===== config.mk =====
export PLATFORM = sky130hd
export DESIGN_NAME = rx
export DESIGN_NICKNAME = d
export VERILOG_FILES = /design/src/rtl/rx.sv
export SDC_FILE = /design/constraint.sdc
export NUM_CORES = 1
export LEC_CHECK = 0
export ABC_AREA = 1
export BUFFER_PORTS_ARGS = -buffer_cell sky130_fd_sc_hd__buf_2
export CAP_MARGIN = 20
export CORE_AREA = 2 2 95 97
export CTS_CLUSTER_SIZE = 12
export DETAILED_ROUTE_END_ITERATION = 10
export DIE_AREA = 0 0 97 99
export GPL_ROUTABILITY_DRIVEN = 0
export PLACE_DENSITY = 0.37
export SYNTH_ARGS = -nofsm -noshare
export SYNTH_HDL_FRONTEND = slang
export SYNTH_SLANG_ARGS = --single-unit

===== constraint.sdc =====
create_clock -name clk -period 3.9 [get_ports clk]
set_input_delay 0.39 -clock clk [delete_from_list [all_inputs] [get_ports clk]]
set_output_delay 0.39 -clock clk [all_outputs]
set_load 0.01 [all_outputs]

===== src/rtl/rx.sv =====
// ---------------------------------------------------------------------------
// rx : UART-style serial receiver (1 start, 8 data LSB first, 1 parity, 1 stop)
//
// Parameters
//   CLK_FREQUENCY : clk frequency in Hz
//   BAUD_RATE     : serial bit rate in bits/s
//   PARITY        : parity sense, 1 = odd, 0 = even
//
// Ports
//   clk        : single clock, rising edge
//   rst        : asynchronous active-high reset
//   Sin        : asynchronous serial line, idle high
//   ReceiveAck : consumer acknowledge of the byte in Dout
//   Receive    : byte available (held until acknowledged)
//   Dout       : received data byte
//   parityErr  : parity mismatch on the byte in Dout
//
// Build option
//   RX_STOP_CHECK_EN : when defined, a frame whose stop sample is 0 is
//                      discarded and the receiver waits for Sin=1 before
//                      re-arming. Undefined (default): stop bit ignored.
// ---------------------------------------------------------------------------
module rx #(
  parameter int unsigned CLK_FREQUENCY = 100_000_000,
  parameter int unsigned BAUD_RATE     = 19_200,
  parameter logic        PARITY        = 1'b1
) (
  input  logic       clk,
  input  logic       rst,
  input  logic       Sin,
  input  logic       ReceiveAck,
  output logic       Receive,
  output logic [7:0] Dout,
  output logic       parityErr
);

  localparam int unsigned BIT_CYCLES  = CLK_FREQUENCY / BAUD_RATE;
  localparam int unsigned HALF_CYCLES = BIT_CYCLES / 2;
  // Timer only ever counts 0 .. BIT_CYCLES-1
  localparam int unsigned TIMER_W     = (BIT_CYCLES > 2) ? $clog2(BIT_CYCLES) : 1;

  localparam logic [TIMER_W-1:0] BIT_LAST  = TIMER_W'(BIT_CYCLES - 1);
  localparam logic [TIMER_W-1:0] HALF_LAST = TIMER_W'(HALF_CYCLES - 1);

  localparam logic [2:0] S_IDLE      = 3'd0;
  localparam logic [2:0] S_START     = 3'd1;
  localparam logic [2:0] S_DATA      = 3'd2;
  localparam logic [2:0] S_PARITY    = 3'd3;
  localparam logic [2:0] S_STOP      = 3'd4;
  localparam logic [2:0] S_ACK       = 3'd5;
`ifdef RX_STOP_CHECK_EN
  localparam logic [2:0] S_WAIT_HIGH = 3'd6;
`endif

  // Registers
  logic               r_sin_meta;
  logic               r_sin_sync;
  logic [2:0]         r_state;
  logic [TIMER_W-1:0] r_timer;
  logic [2:0]         r_bit_cnt;
  logic [7:0]         r_shift;
  logic               r_par_err;
  logic               r_receive;
  logic [7:0]         r_dout;
  logic               r_parity_err;

  // Next-state values
  logic [2:0]         w_state_next;
  logic [TIMER_W-1:0] w_timer_next;
  logic [2:0]         w_bit_cnt_next;
  logic [7:0]         w_shift_next;
  logic               w_par_err_next;
  logic               w_receive_next;
  logic [7:0]         w_dout_next;
  logic               w_parity_err_next;
  logic               w_bit_done;
  logic               w_half_done;

  // Two-flop synchronizer; resets to the idle-high line level
  always_ff @(posedge clk or posedge rst) begin
    if (rst) begin
      r_sin_meta <= 1'b1;
      r_sin_sync <= 1'b1;
    end else begin
      r_sin_meta <= Sin;
      r_sin_sync <= r_sin_meta;
    end
  end

  // State and datapath registers
  always_ff @(posedge clk or posedge rst) begin
    if (rst) begin
      r_state      <= S_IDLE;
      r_timer      <= '0;
      r_bit_cnt    <= '0;
      r_shift      <= '0;
      r_par_err    <= 1'b0;
      r_receive    <= 1'b0;
      r_dout       <= 8'h00;
      r_parity_err <= 1'b0;
    end else begin
      r_state      <= w_state_next;
      r_timer      <= w_timer_next;
      r_bit_cnt    <= w_bit_cnt_next;
      r_shift      <= w_shift_next;
      r_par_err    <= w_par_err_next;
      r_receive    <= w_receive_next;
      r_dout       <= w_dout_next;
      r_parity_err <= w_parity_err_next;
    end
  end

  assign w_bit_done  = (r_timer == BIT_LAST);
  assign w_half_done = (r_timer == HALF_LAST);

  // Next-state and datapath decode
  always_comb begin
    w_state_next      = r_state;
    w_timer_next      = r_timer + TIMER_W'(1);
    w_bit_cnt_next    = r_bit_cnt;
    w_shift_next      = r_shift;
    w_par_err_next    = r_par_err;
    w_dout_next       = r_dout;
    w_parity_err_next = r_parity_err;
    // Receive lags the ACK state by one cycle: rises the cycle after the
    // stop sample, falls the edge after the acknowledge is taken.
    w_receive_next    = (r_state == S_ACK);

    case (r_state)
      S_IDLE: begin
        w_timer_next = '0;
        if (!r_sin_sync) begin
          w_state_next = S_START;
        end
      end

      S_START: begin
        if (w_half_done) begin
          w_timer_next = '0;
          if (!r_sin_sync) begin
            w_state_next   = S_DATA;
            w_bit_cnt_next = '0;
          end else begin
            w_state_next = S_IDLE;   // short low pulse: not a start bit
          end
        end
      end

      S_DATA: begin
        if (w_bit_done) begin
          w_timer_next   = '0;
          w_shift_next   = {r_sin_sync, r_shift[7:1]};   // LSB arrives first
          w_bit_cnt_next = r_bit_cnt + 3'd1;
          if (r_bit_cnt == 3'd7) begin
            w_state_next = S_PARITY;
          end
        end
      end

      S_PARITY: begin
        if (w_bit_done) begin
          w_timer_next   = '0;
          // Error when sampled bit differs from (XOR of data) XOR PARITY
          w_par_err_next = (^r_shift) ^ PARITY ^ r_sin_sync;
          w_state_next   = S_STOP;
        end
      end

      S_STOP: begin
        if (w_bit_done) begin
          w_timer_next = '0;
`ifdef RX_STOP_CHECK_EN
          if (r_sin_sync) begin
            w_dout_next       = r_shift;
            w_parity_err_next = r_par_err;
            w_state_next      = S_ACK;
          end else begin
            w_state_next = S_WAIT_HIGH;   // framing error: drop the byte
          end
`else
          w_dout_next       = r_shift;
          w_parity_err_next = r_par_err;
          w_state_next      = S_ACK;
`endif
        end
      end

      S_ACK: begin
        // Line is ignored here; a frame starting now is lost
        w_timer_next = '0;
        if (ReceiveAck) begin
          w_state_next = S_IDLE;
        end
      end

`ifdef RX_STOP_CHECK_EN
      S_WAIT_HIGH: begin
        w_timer_next = '0;
        if (r_sin_sync) begin
          w_state_next = S_IDLE;
        end
      end
`endif

      default: begin
        w_timer_next = '0;
        w_state_next = S_IDLE;
      end
    endcase
  end

  assign Receive   = r_receive;
  assign Dout      = r_dout;
  assign parityErr = r_parity_err;

endmodule


==> out/qor.yml <==
diodes: 0
tns_ps: 0
synth_area_um2: 2076
hp-start: "Sin"
placed_cells: 380
rows: 34
cts_root_buffer: "clkbuf_8"
use_met3_pct: 2.128
final_util_pct: 27.74
avgSynthCellArea_um2: 7.984
ff2ff_path_depth: 8
drv_slew: 0
fmax_mhz: 636.2
layout-drive-gt1-share_pct: 20.36
finClkSkew_ps: 9.222
die_w_um: 97
drv_cap: 0
hold_viol: 0
insertion_delay_ps: 300
clkPwrFrac_pct: 44.8
yosysTopAreaCell: "dfrtp_1"
crit_start: "r_timer[0]"
hpwl_mm: 3.176
leakagePower_nw: 1.198
dieArea_um2: 9603
overflow: 0
endpoint_kind: "flop"
grtUsageTotal_pct: 10.09
grt_start_max_net_pins: 41
met1_usage_pct: 13.61
grt_pass1_wl_mm: 7.893
antenna_left: 0
r2r-end: "r_state[1]"
grt_pass1_vias: 1669
nFillCells: 933
core_area_um2: 8551
cts.repair.resized: 0
drcViolationCount: 0
cp-start-kind: "flop"
first_pass_iters: 4
wl_mm: 4.273
routedWlPerCell_um: 11.01
cts_tree: "yes"
areaGrowthSynthToFinish_pct: 14.29
switching_share_pct: 21.96
total_power_uw: 780.0
stdcell_count: 388
grt_antenna_before_repair: 0
clk_pin_slew_ps: 90
slew_headroom_pct: 64.64
multiInputGateArea_um2: 919.6
grt_util_met2_pct: 16.08
p_sw_uw: 171.3
critPathMaxFanout: 4
ir_worst_vdd_v: 0.0001562
status: "finished clean"
seq_area_um2: 1003
crit_type: "reg -> reg"
ctsHoldBuffers: 0
rrSetupSlack_ps: 2330
comb_power_share_pct: 1.7
hold_path.class: "in -> reg"
busiest_layer: "met2"
layout.nets: 286
vias: 1635
power_frac_seq_pct: 53.5
holdPathEnd: "r_sin_meta"
setup_viol: 0
finalCriticalPeriod_ps: 1572
worst_slew_pin_slew_ps: 530.4
synthTopCellsByArea: "dfrtp_1, nand2_1, o21ai_2"
clock_path_buffers: 2
die_h_um: 99
rr_startpoint: "r_timer[0]"
start_util_pct: 24.28
cts_made_buffers: 5
htree_num_levels: 2
syn_inst: 260
clock_sinks: 40
p_int_uw: 608.7
crit_arrival_ps: 1760
post-route-period-util_pct: 40.30
worst_ep_required_time_ps: 4090
io_buffers: 13
io_pins: 14
ys_seq_area_share_pct: 48.34
power.density_nw_per_um2: 328.8
rsz0062_at_grt: "false"
via_per_inst: 4.214
syn_nets: 267
netlist.area_leader.share_pct: 45.81
ys_ff_latch: 40
post_cts_buffers: 0
initialDrtViolationCount: 81
hold_path_depth: 1
synth_cell_types: 24
synth-warning-count: 0
## sequential cells by signal, summed over array words and instances, names as in the netlist
name	count
Dout	8
Receive	1
parityErr	1
r_bit_cnt	3
r_par_err	1
r_shift	8
r_sin_meta	1
r_sin_sync	1
r_state	3
r_timer	13
## synthesized netlist by cell type
master	instances
ha_1	3
inv_1	26
dfstp_2	2
nand3_2	2
o31ai_1	1
nor3_1	10
nor2_2	4
o21ai_0	7
o21ai_1	4
xor2_1	3
dfrtp_1	38
nor2_1	22
nand2_1	85
nand3_1	15
inv_4	1
xnor2_1	1
nand4_1	3
o21bai_1	1
nand2_4	2
nand2_2	2
inv_2	7
a21oi_1	4
buf_6	2
o21ai_2	15
## worst max-delay path, stage by stage, from the launching register on
cell	delay, ps
dfrtp_1	380
ha_1	230
nand2_1	100
nor2_1	150
nand3_2	150
nand2_1	140
nand2_2	90
o21ai_0	150
nand2_1	80
## power by group through the flow
stage	clock network (mW)	logic, mW	registers, mW
final	0.349	0.0135	0.417
after global routing	0.380	0.0165	0.418
after CTS	0.364	0.0147	0.417
after detailed placement	0	0.0146	0.425
after global placement	0	0.0148	0.425
after floorplan	0	0.00863	0.425
## cell usage in the layout, fill, tap and decap left out, types with 5 or more instances in the layout
master,count
o21ai_2,15
clkbuf_8,5
inv_2,7
nor2_1,22
nand2_1,85
nand3_1,15
nor3_1,10
inv_1,25
o21ai_0,7
dfrtp_1,38
buf_2,13
## metal layers
layer / up-vias / share of wire, %
met5: - / 0
met3: 4 / 3.4
met2: 20 / 45
met1: 753 / 50
li1: 858 / -
met4: 0 / 1.5
## worst max-delay path by stage
stage / end / slack, ps
3_3_place_gp: r_state[1] / 2360
5_1_grt: r_state[2] / 2100
6_report: r_state[1] / 2330
2_1_floorplan: r_shift[0] / 2490
3_5_place_dp: r_state[1] / 2330
4_1_cts: r_timer[4] / 2320
## cells by family after synthesis
logic type	synth area share (%)
DFF	48.34
xor gates and xnor gates	1.688
AOI/OAI and AO/OA	10.67
buffers and inverters	7.354
adders and majority gates	1.809
and+or+nand+nor	30.14
## area by class of cell
cell class                 count  area share [%]
timing repair buffer          14           3.059
multi-input combinational    184           38.77
inverter                      34           5.485
sequential                    40           42.30
clock inverter                 3           1.793
tap                          108           5.696
clock buffer                   5           2.901
## stage by stage
step	worst slack [ps]	hold slack, ps	instance area [um2]
after floorplan	2487	345.2	2076
after global placement	2362	347.8	2261
after detailed placement	2331	348.4	2261
after CTS	2318	179.5	2372
after global routing	2100	177.2	2372
final	2328	191.3	2372
No activity file was read; power rests on OpenSTA's default activity.
